File: config.mk
export PLATFORM = sky130hd
export DESIGN_NAME = img_stream_gen_flat
export DESIGN_NICKNAME = d
export VERILOG_FILES = /design/src/rtl/img_stream_gen_pkg.sv /design/src/rtl/img_stream_gen_if.sv /design/src/rtl/img_stream_gen_timing_cnt.sv /design/src/rtl/img_stream_gen.sv /design/src/flat_wrapper.sv
export SDC_FILE = /design/constraint.sdc
export NUM_CORES = 1
export LEC_CHECK = 0
export ABC_AREA = 1
export BUFFER_PORTS_ARGS = -buffer_cell sky130_fd_sc_hd__buf_2
export CAP_MARGIN = 20
export CELL_PAD_IN_SITES_DETAIL_PLACEMENT = 2
export CELL_PAD_IN_SITES_GLOBAL_PLACEMENT = 2
export CORE_MARGIN = 1
export CORE_UTILIZATION = 38
export CTS_BUF_LIST = sky130_fd_sc_hd__clkbuf_8
export DETAILED_ROUTE_END_ITERATION = 10
export GPL_TIMING_DRIVEN = 0
export HOLD_SLACK_MARGIN = 0.03
export PLACE_DENSITY_LB_ADDON = 0.1
export REMOVE_ABC_BUFFERS = 1
export SYNTH_ARGS = -nofsm -noshare
export SYNTH_HDL_FRONTEND = slang
export SYNTH_SLANG_ARGS = --single-unit
File: constraint.sdc
create_clock -name clk -period 4.6 [get_ports clk]
set_input_delay 0.46 -clock clk [delete_from_list [all_inputs] [get_ports clk]]
set_output_delay 0.46 -clock clk [all_outputs]
set_load 0.005 [all_outputs]
File: src/rtl/img_stream_gen_pkg.sv
// Shared types and timing profiles for the image stream generator.
// Latency: n/a (types and constants only).
// Backpressure: n/a.
// Contents: FSM state enum, default 640x480 timing, small simulation timing
// profile, and a counter-width helper that never returns zero.
package img_stream_pkg;

    typedef enum logic [1:0] {
        ST_IDLE   = 2'd0,
        ST_PRE    = 2'd1,
        ST_ACTIVE = 2'd2,
        ST_BLANK  = 2'd3
    } state_t;

    // 640x480 profile
    localparam int DEF_DATA_W   = 8;
    localparam int DEF_H_ACTIVE = 640;
    localparam int DEF_H_BLANK  = 160;
    localparam int DEF_V_ACTIVE = 480;
    localparam int DEF_V_PRE    = 2;
    localparam int DEF_V_BLANK  = 20;

    // Small profile: 6-cycle lines, 6-line frames, 36 cycles per frame
    localparam int TB_DATA_W   = 8;
    localparam int TB_H_ACTIVE = 4;
    localparam int TB_H_BLANK  = 2;
    localparam int TB_V_ACTIVE = 3;
    localparam int TB_V_PRE    = 1;
    localparam int TB_V_BLANK  = 2;

    // Width needed to hold 0..n-1; a count of 1 still needs one bit.
    function automatic int cnt_w(input int n);
        return (n <= 1) ? 1 : $clog2(n);
    endfunction

endpackage

File: src/rtl/img_stream_gen_if.sv
// Pixel-stream bundle: upstream ready/valid pixels in, timed video stream out.
// Latency: n/a (wires only).
// Backpressure: s_ready is the only backpressure signal; the video side has none.
// Ports: s_data/s_valid/s_ready (upstream), img_vsync/img_hsync/img_valid/
// img_data (video out), frame_start pulse, underflow_cnt status.
// master = the generator, slave = the side feeding pixels and watching video.
interface img_stream_gen_if #(
    parameter int DATA_W = 8
);
    logic [DATA_W-1:0] s_data;
    logic              s_valid;
    logic              s_ready;
    logic              img_vsync;
    logic              img_hsync;
    logic              img_valid;
    logic [DATA_W-1:0] img_data;
    logic              frame_start;
    logic [15:0]       underflow_cnt;

    modport master (
        input  s_data, s_valid,
        output s_ready,
        output img_vsync, img_hsync, img_valid, img_data,
        output frame_start, underflow_cnt
    );

    modport slave (
        output s_data, s_valid,
        input  s_ready,
        input  img_vsync, img_hsync, img_valid, img_data,
        input  frame_start, underflow_cnt
    );

endinterface

File: src/rtl/img_stream_gen_timing_cnt.sv
// Horizontal/vertical position counters and region flags for the stream generator.
// Latency: flags are combinational from the registered counters.
// Backpressure: none; counters free-run while run is high and never stall.
// Ports: clk, rst (async, active-high); run (hold at 0 when low), v_clr (clear
// line count on a region change); line_end, h_act, pre_last, act_last,
// blank_last flags; tpg_pix test pattern when IMG_STREAM_TPG_EN is defined.
module img_timing_cnt
    import img_stream_pkg::*;
#(
    parameter int DATA_W   = DEF_DATA_W,
    parameter int H_ACTIVE = DEF_H_ACTIVE,
    parameter int H_BLANK  = DEF_H_BLANK,
    parameter int V_ACTIVE = DEF_V_ACTIVE,
    parameter int V_PRE    = DEF_V_PRE,
    parameter int V_BLANK  = DEF_V_BLANK
) (
    input  logic              clk,
    input  logic              rst,
    input  logic              run,
    input  logic              v_clr,
    output logic              line_end,
    output logic              h_act,
    output logic              pre_last,
    output logic              act_last,
    output logic              blank_last
`ifdef IMG_STREAM_TPG_EN
    ,
    output logic [DATA_W-1:0] tpg_pix
`endif
);

    localparam int H_TOTAL = H_ACTIVE + H_BLANK;
    localparam int V_TOTAL = V_PRE + V_ACTIVE + V_BLANK;
    localparam int H_W     = cnt_w(H_TOTAL);
    localparam int V_W     = cnt_w(V_TOTAL);

    localparam logic [H_W-1:0] H_LAST     = H_W'(H_TOTAL - 1);
    localparam logic [H_W-1:0] H_ACT_N    = H_W'(H_ACTIVE);
    localparam logic [V_W-1:0] V_PRE_LAST = V_W'(V_PRE - 1);
    localparam logic [V_W-1:0] V_ACT_LAST = V_W'(V_ACTIVE - 1);
    localparam logic [V_W-1:0] V_BLK_LAST = V_W'(V_BLANK - 1);

    logic [H_W-1:0] h_cnt;
    logic [V_W-1:0] v_cnt;

    // v_cnt counts lines within the current region, so it restarts on every
    // region change and the region flags compare against per-region lengths.
    always_ff @(posedge clk or posedge rst) begin
        if (rst) begin
            h_cnt <= '0;
            v_cnt <= '0;
        end else if (!run) begin
            h_cnt <= '0;
            v_cnt <= '0;
        end else begin
            h_cnt <= line_end ? '0 : h_cnt + 1'b1;
            if (v_clr) begin
                v_cnt <= '0;
            end else if (line_end) begin
                v_cnt <= v_cnt + 1'b1;
            end
        end
    end

    assign line_end   = (h_cnt == H_LAST);
    assign h_act      = (h_cnt <  H_ACT_N);
    assign pre_last   = (v_cnt == V_PRE_LAST);
    assign act_last   = (v_cnt == V_ACT_LAST);
    assign blank_last = (v_cnt == V_BLK_LAST);

`ifdef IMG_STREAM_TPG_EN
    logic [DATA_W-1:0] h_lo;
    logic [DATA_W-1:0] v_lo;

    // Counters may be narrower or wider than a pixel: pad or take low bits.
    if (H_W >= DATA_W) begin : g_h_slice
        assign h_lo = h_cnt[DATA_W-1:0];
    end else begin : g_h_pad
        assign h_lo = {{(DATA_W-H_W){1'b0}}, h_cnt};
    end

    if (V_W >= DATA_W) begin : g_v_slice
        assign v_lo = v_cnt[DATA_W-1:0];
    end else begin : g_v_pad
        assign v_lo = {{(DATA_W-V_W){1'b0}}, v_cnt};
    end

    assign tpg_pix = h_lo ^ v_lo;
`endif

endmodule

File: src/rtl/img_stream_gen.sv
// Pixel stream source: pulls upstream pixels and emits them with vsync/hsync timing.
// Latency: 1 cycle from the s_ready cycle to img_valid/img_data.
// Backpressure: none downstream; upstream stalls show up as zero pixels and
//   bump underflow_cnt, line/frame timing never stretches.
// Ports: clk, rst (async active-high), enable (frames run while high),
//   bus (img_stream_gen_if.master: s_* upstream, img_* video, frame_start,
//   underflow_cnt). Optional IMG_STREAM_TPG_EN adds tpg_sel, which replaces
//   upstream data with an h^v pattern for a whole frame.
module img_stream_gen
    import img_stream_pkg::*;
#(
    parameter int DATA_W   = DEF_DATA_W,
    parameter int H_ACTIVE = DEF_H_ACTIVE,
    parameter int H_BLANK  = DEF_H_BLANK,
    parameter int V_ACTIVE = DEF_V_ACTIVE,
    parameter int V_PRE    = DEF_V_PRE,
    parameter int V_BLANK  = DEF_V_BLANK
) (
    input  logic               clk,
    input  logic               rst,
    input  logic               enable,
`ifdef IMG_STREAM_TPG_EN
    input  logic               tpg_sel,
`endif
    img_stream_gen_if.master   bus
);

    state_t state;
    state_t state_nxt;

    logic run;
    logic v_clr;
    logic line_end;
    logic h_act;
    logic pre_last;
    logic act_last;
    logic blank_last;

    logic              act_win;
    logic              rdy;
    logic              vsync_d;
    logic              fs_d;
    logic              uf_inc;
    logic [DATA_W-1:0] data_d;

    logic              tpg_frame;
    logic [DATA_W-1:0] tpg_pix;

    logic              vsync_q;
    logic              hsync_q;
    logic              fs_q;
    logic [DATA_W-1:0] data_q;
    logic [15:0]       uf_q;

    assign run   = (state != ST_IDLE);
    assign v_clr = (state_nxt != state);

    img_timing_cnt #(
        .DATA_W   (DATA_W),
        .H_ACTIVE (H_ACTIVE),
        .H_BLANK  (H_BLANK),
        .V_ACTIVE (V_ACTIVE),
        .V_PRE    (V_PRE),
        .V_BLANK  (V_BLANK)
    ) u_cnt (
        .clk        (clk),
        .rst        (rst),
        .run        (run),
        .v_clr      (v_clr),
        .line_end   (line_end),
        .h_act      (h_act),
        .pre_last   (pre_last),
        .act_last   (act_last),
        .blank_last (blank_last)
`ifdef IMG_STREAM_TPG_EN
        ,
        .tpg_pix    (tpg_pix)
`endif
    );

    // State register
    always_ff @(posedge clk or posedge rst) begin
        if (rst) begin
            state <= ST_IDLE;
        end else begin
            state <= state_nxt;
        end
    end

    // Next state: every region ends on a line boundary, so a frame already
    // started always runs to the end of BLANK even if enable drops.
    always_comb begin
        state_nxt = state;
        unique case (state)
            ST_IDLE:   if (enable) state_nxt = ST_PRE;
            ST_PRE:    if (line_end && pre_last) state_nxt = ST_ACTIVE;
            ST_ACTIVE: if (line_end && act_last) state_nxt = ST_BLANK;
            ST_BLANK:  if (line_end && blank_last) state_nxt = enable ? ST_PRE : ST_IDLE;
            default:   state_nxt = ST_IDLE;
        endcase
    end

    // Outputs. vsync/frame_start look at the next state so they are
    // registered in step with the state itself; hsync/data look at the
    // current cycle's window and so trail s_ready by one cycle.
    always_comb begin
        act_win = (state == ST_ACTIVE) && h_act;
        rdy     = act_win && !tpg_frame;
        vsync_d = (state_nxt == ST_PRE) || (state_nxt == ST_ACTIVE);
        fs_d    = (state != ST_PRE) && (state_nxt == ST_PRE);
        uf_inc  = rdy && !bus.s_valid;
        data_d  = '0;
        if (act_win) begin
            if (tpg_frame) begin
                data_d = tpg_pix;
            end else if (bus.s_valid) begin
                data_d = bus.s_data;
            end
        end
    end

`ifdef IMG_STREAM_TPG_EN
    // Pattern choice is latched on PRE entry so a frame is never mixed.
    always_ff @(posedge clk or posedge rst) begin
        if (rst) begin
            tpg_frame <= 1'b0;
        end else if (fs_d) begin
            tpg_frame <= tpg_sel;
        end
    end
`else
    assign tpg_frame = 1'b0;
    assign tpg_pix   = '0;
`endif

    always_ff @(posedge clk or posedge rst) begin
        if (rst) begin
            vsync_q <= 1'b0;
            hsync_q <= 1'b0;
            fs_q    <= 1'b0;
            data_q  <= '0;
            uf_q    <= '0;
        end else begin
            vsync_q <= vsync_d;
            hsync_q <= act_win;
            fs_q    <= fs_d;
            data_q  <= data_d;
            if (uf_inc && (uf_q != 16'hFFFF)) begin
                uf_q <= uf_q + 16'd1;
            end
        end
    end

    assign bus.s_ready       = rdy;
    assign bus.img_vsync     = vsync_q;
    assign bus.img_hsync     = hsync_q;
    assign bus.img_valid     = hsync_q;
    assign bus.img_data      = data_q;
    assign bus.frame_start   = fs_q;
    assign bus.underflow_cnt = uf_q;

endmodule
File: src/flat_wrapper.sv
// flat-port wrapper written by rule: the top's interface ports become plain ports
module img_stream_gen_flat import img_stream_pkg::*;
#(
    parameter int DATA_W   = DEF_DATA_W,
    parameter int H_ACTIVE = DEF_H_ACTIVE,
    parameter int H_BLANK  = DEF_H_BLANK,
    parameter int V_ACTIVE = DEF_V_ACTIVE,
    parameter int V_PRE    = DEF_V_PRE,
    parameter int V_BLANK  = DEF_V_BLANK
)
  (clk, rst, enable, bus_s_data, bus_s_valid, bus_s_ready, bus_img_vsync, bus_img_hsync, bus_img_valid, bus_img_data, bus_frame_start, bus_underflow_cnt);
  img_stream_gen_if #(.DATA_W(DATA_W)) bus_i ();
  input  logic clk;
  input  logic rst;
  input  logic enable;
  input wire logic [$bits(bus_i.s_data)-1:0] bus_s_data;
  input wire logic [$bits(bus_i.s_valid)-1:0] bus_s_valid;
  output wire logic [$bits(bus_i.s_ready)-1:0] bus_s_ready;
  output wire logic [$bits(bus_i.img_vsync)-1:0] bus_img_vsync;
  output wire logic [$bits(bus_i.img_hsync)-1:0] bus_img_hsync;
  output wire logic [$bits(bus_i.img_valid)-1:0] bus_img_valid;
  output wire logic [$bits(bus_i.img_data)-1:0] bus_img_data;
  output wire logic [$bits(bus_i.frame_start)-1:0] bus_frame_start;
  output wire logic [$bits(bus_i.underflow_cnt)-1:0] bus_underflow_cnt;
  assign bus_i.s_data = bus_s_data;
  assign bus_i.s_valid = bus_s_valid;
  assign bus_s_ready = bus_i.s_ready;
  assign bus_img_vsync = bus_i.img_vsync;
  assign bus_img_hsync = bus_i.img_hsync;
  assign bus_img_valid = bus_i.img_valid;
  assign bus_img_data = bus_i.img_data;
  assign bus_frame_start = bus_i.frame_start;
  assign bus_underflow_cnt = bus_i.underflow_cnt;
  img_stream_gen #(.DATA_W(DATA_W), .H_ACTIVE(H_ACTIVE), .H_BLANK(H_BLANK), .V_ACTIVE(V_ACTIVE), .V_PRE(V_PRE), .V_BLANK(V_BLANK)) u_core (.clk(clk), .rst(rst), .enable(enable), .bus(bus_i));
endmodule
==> impl_metrics.env <==
export IMPL_outcome="finished, final reports clean"
export IMPL_wl_per_cell_um=16.1
export IMPL_cpMostUsedCell="nor2_1"
export IMPL_dieArea_um2=7090
export IMPL_nets=362
export IMPL_r2r_setup_slack_ps=2410
export IMPL_pwr_share_seq_pct=54.4
export IMPL_finClkSkew_ps=10.4
export IMPL_grt_max_degree=33
export IMPL_drt_total_wl_mm=6.81
export IMPL_reg2regPathDepth=7
export IMPL_clock_latency_ps=310
export IMPL_cts_resized=0
export IMPL_post_drt_via_cell_ratio=5.08
export IMPL_setup_viol=0
export IMPL_routed_top_layer="met4"
export IMPL_min_path_type="in -> async"
export IMPL_ys_seq_elements=48
export IMPL_path_class="reg -> reg"
export IMPL_drive_gt1_share_pct=22.3
export IMPL_antenna_found_initial=0
export IMPL_root_buffer="clkbuf_8"
export IMPL_end_kind="flip-flop"
export IMPL_die_w_um=84.2
export IMPL_crit_path_max_incr_delay_ps=710
export IMPL_cts_buffers=5
export IMPL_critPathLaunchType="flip-flop"
export IMPL_io_buffers=40
export IMPL_grt_pass1_wl_mm=11.8
export IMPL_n_fill_cell=753
export IMPL_cts_sinks=48
export IMPL_cts_htree_levels=2
export IMPL_comb_power_share_pct=2.4
export IMPL_gp_congestion=0.755
export IMPL_die_h_um=84.2
export IMPL_fmax_mhz=457
export IMPL_seq_area_um2=1200
export IMPL_start_util_pct=40.0
export IMPL_setup_tns_final_ps=0
export IMPL_wl_met2_mm=3.49
export IMPL_synth_warning_count=0
export IMPL_slew_viol_final=0
export IMPL_p_sw_uw=169
export IMPL_grt_overflow=0
export IMPL_multiInputGateArea_um2=1180
export IMPL_cp_slowest_cell="nor2_1"
export IMPL_clk_pin_slew_worst_paths_ps=100
export IMPL_final_cell_area_um2=2970
export IMPL_p_int_uw=605
export IMPL_drt_met1_wl_mm=3.00
export IMPL_ys_seq_area_share_pct=46.8
export IMPL_rsz0062_at_grt="false"
export IMPL_crit_fanout=12
export IMPL_maxCapViolations=0
export IMPL_p_leak_nw=1.49
export IMPL_post_route_min_period_ps=2190
export IMPL_cts_tree="done"
export IMPL_dr_pass1_iters=3
export IMPL_synth_area_um2=2570
export IMPL_clk_path_buf_depth=2
export IMPL_core_area_um2=6420
export IMPL_hold_viol=0
export IMPL_drtAntennaViolNets=0
export IMPL_fin_crit_sh_pct=47.5
export IMPL_vias=2148
export IMPL_cp_data_required_time_ps=4850
export IMPL_path_buf_inv=1
export IMPL_cp_cell_sequence="nor2_1 -> inv_1 -> nand2_4 -> nand2_1 -> a21oi_1 -> o21ai_0 -> nor2_1"
export IMPL_powerDensity_nw_per_um2=261
export IMPL_p_sw_share_pct=21.8
export IMPL_pwr_share_clk_pct=43.2
export IMPL_syn_inst=301
export IMPL_rows=29
export IMPL_dp_cells=415
export IMPL_area_delta_synth_final_pct=15.7
export IMPL_avgSynthCellArea_um2=8.53
export IMPL_placed_area_um2=2850
export IMPL_track_usage_pct=21.3
export IMPL_fin_cells=423
export IMPL_postCtsHoldBufs=0
export IMPL_grt_pass1_vias=2438
export IMPL_io_pins=41
export IMPL_rr_endpoint="u_core.u_cnt.v_cnt[8]$_DFFE_PP0P_"
export IMPL_rr_startpoint="u_core.state[1]$_DFF_PP0_"
export IMPL_postCtsSetupBuffers=0
export IMPL_drc=0
export IMPL_hpwl_mm=4.97
export IMPL_first_iter_violations=44
export IMPL_arrival_ps=2440
export IMPL_wl_met3_um=238
export IMPL_yosysUniqueCellTypes=34
export IMPL_crit_family="simple AND/OR/NAND/NOR gates"
export IMPL_tightest_slew_ps=897
export IMPL_num_antenna_cells=0
export IMPL_p_total_uw=775
export IMPL_slew_headroom_pct=40.0
export IMPL_peakVddDrop_v=0.000120
power by group through the flow:
stage,combinational [mW],sequential (mW),clock [mW]
floorplan,0.00797,0.430,0
global placement,0.0167,0.430,0
detailed placement,0.0197,0.430,0
CTS,0.0198,0.422,0.346
global route,0.0212,0.422,0.359
finish,0.0186,0.422,0.334
worst max-delay path by stage:
stage / startpoint / to / slack, ps / cells after the start
floorplan: u_core.u_cnt.h_cnt[0]$_DFF_PP0_ / u_core.bus.img_vsync$_DFF_PP0_ / 2890 / 11
global placement: rst / u_core.u_cnt.h_cnt[2]$_DFF_PP0_ / 2230 / 2
detailed placement: u_core.state[1]$_DFF_PP0_ / u_core.u_cnt.v_cnt[7]$_DFFE_PP0P_ / 2360 / 7
CTS: u_core.state[1]$_DFF_PP0_ / u_core.u_cnt.v_cnt[7]$_DFFE_PP0P_ / 2310 / 7
global route: u_core.state[1]$_DFF_PP0_ / u_core.u_cnt.v_cnt[7]$_DFFE_PP0P_ / 2100 / 7
finish: u_core.state[1]$_DFF_PP0_ / u_core.u_cnt.v_cnt[8]$_DFFE_PP0P_ / 2410 / 7
cell usage in the layout, fill, tap and decap left out, types with 5 or more instances in the layout:
cell / synthesis / routed
inv_2: 4 / 5
nand2_1: 59 / 59
dfrtp_1: 48 / 48
clkbuf_8: 1 / 6
o21ai_0: 8 / 8
a21oi_1: 7 / 7
nand4_1: 7 / 7
nor2_4: 5 / 5
ha_1: 5 / 5
inv_1: 36 / 35
nor2_1: 51 / 51
nand3_1: 17 / 17
buf_2: 0 / 40
xor2_1: 13 / 13
xnor2_1: 5 / 5
worst register-to-register path: stages (launching register included):
cell,delay (ps)
dfrtp_1,470
nor2_1,720
inv_1,300
nand2_4,200
nand2_1,70
a21oi_1,130
o21ai_0,130
nor2_1,110
metrics by stage:
stage | util (%) | hold slack [ps] | setup WS (ps)
2_1_floorplan | - | 470 | 2890
4_1_cts | 46.2 | 128 | 2310
5_1_grt | 46.2 | 140 | 2100
6_report | 46.2 | 120 | 2410
3_3_place_gp | 44.0 | 504 | 2230
3_5_place_dp | 44.3 | 474 | 2360
final cells by class:
type	count	share of cell area, %
tap	77	3.25
clock buffer	6	2.78
sequential	48	40.5
inverter	40	5.06
multi-input combinational	209	39.7
clock inverter	2	1.31
timing repair buffer	41	7.42
state kept, by name (all words and copies together), names as in the netlist:
| register | flops |
|---|---|
| u_core.state | 2 |
| u_core.bus.img_hsync | 1 |
| u_core.u_cnt.v_cnt | 9 |
| u_core.u_cnt.h_cnt | 10 |
| u_core.bus.underflow_cnt | 16 |
| u_core.bus.img_vsync | 1 |
| u_core.bus.img_data | 8 |
| u_core.bus.frame_start | 1 |
kinds of logic after synthesis:
family | share of synthesized area, %
AO/OA/AOI/OAI | 4.24
XOR/XNOR | 6.78
adder cells (fa/ha/maj) | 2.44
buffers and inverters | 7.26
flip-flops | 46.8
AND/OR/NAND/NOR | 32.5
cells in the mapped netlist:
| cell | count | share of area [%] |
|---|---|---|
| a21oi_1 | 7 | 1.4 |
| a31oi_1 | 1 | 0.24 |
| and2_1 | 1 | 0.24 |
| and3_2 | 1 | 0.29 |
| buf_4 | 1 | 0.29 |
| buf_6 | 1 | 0.44 |
| clkbuf_1 | 1 | 0.15 |
| clkbuf_8 | 1 | 0.54 |
| dfrtp_1 | 48 | 47 |
| ha_1 | 5 | 2.4 |
| inv_1 | 36 | 5.3 |
| inv_2 | 4 | 0.58 |
| nand2_1 | 59 | 8.6 |
| nand2_2 | 3 | 0.73 |
| nand2_4 | 3 | 1.3 |
| nand3_1 | 17 | 3.3 |
| nand3_2 | 2 | 0.78 |
| nand3_4 | 2 | 1.4 |
| nand4_1 | 7 | 1.7 |
| nand4_4 | 1 | 0.83 |
| nor2_1 | 51 | 7.5 |
| nor2_2 | 3 | 0.73 |
| nor2_4 | 5 | 2.2 |
| nor3_1 | 4 | 0.78 |
| nor3_2 | 1 | 0.39 |
| nor3_4 | 1 | 0.63 |
| nor3b_1 | 2 | 0.58 |
| nor4_1 | 2 | 0.49 |
| o21ai_0 | 8 | 1.6 |
| o21ai_1 | 1 | 0.19 |
| o31ai_1 | 3 | 0.88 |
| xnor2_1 | 5 | 1.7 |
| xnor2_2 | 1 | 0.63 |
| xor2_1 | 13 | 4.4 |
layer usage:
layer  track usage (%)  up-vias
met5                 0        -
met4              5.64        0
met3              4.42        6
met2              38.7       34
met1              25.6     1079
li1                  -     1029
No activity file was read; power rests on OpenSTA's default activity.
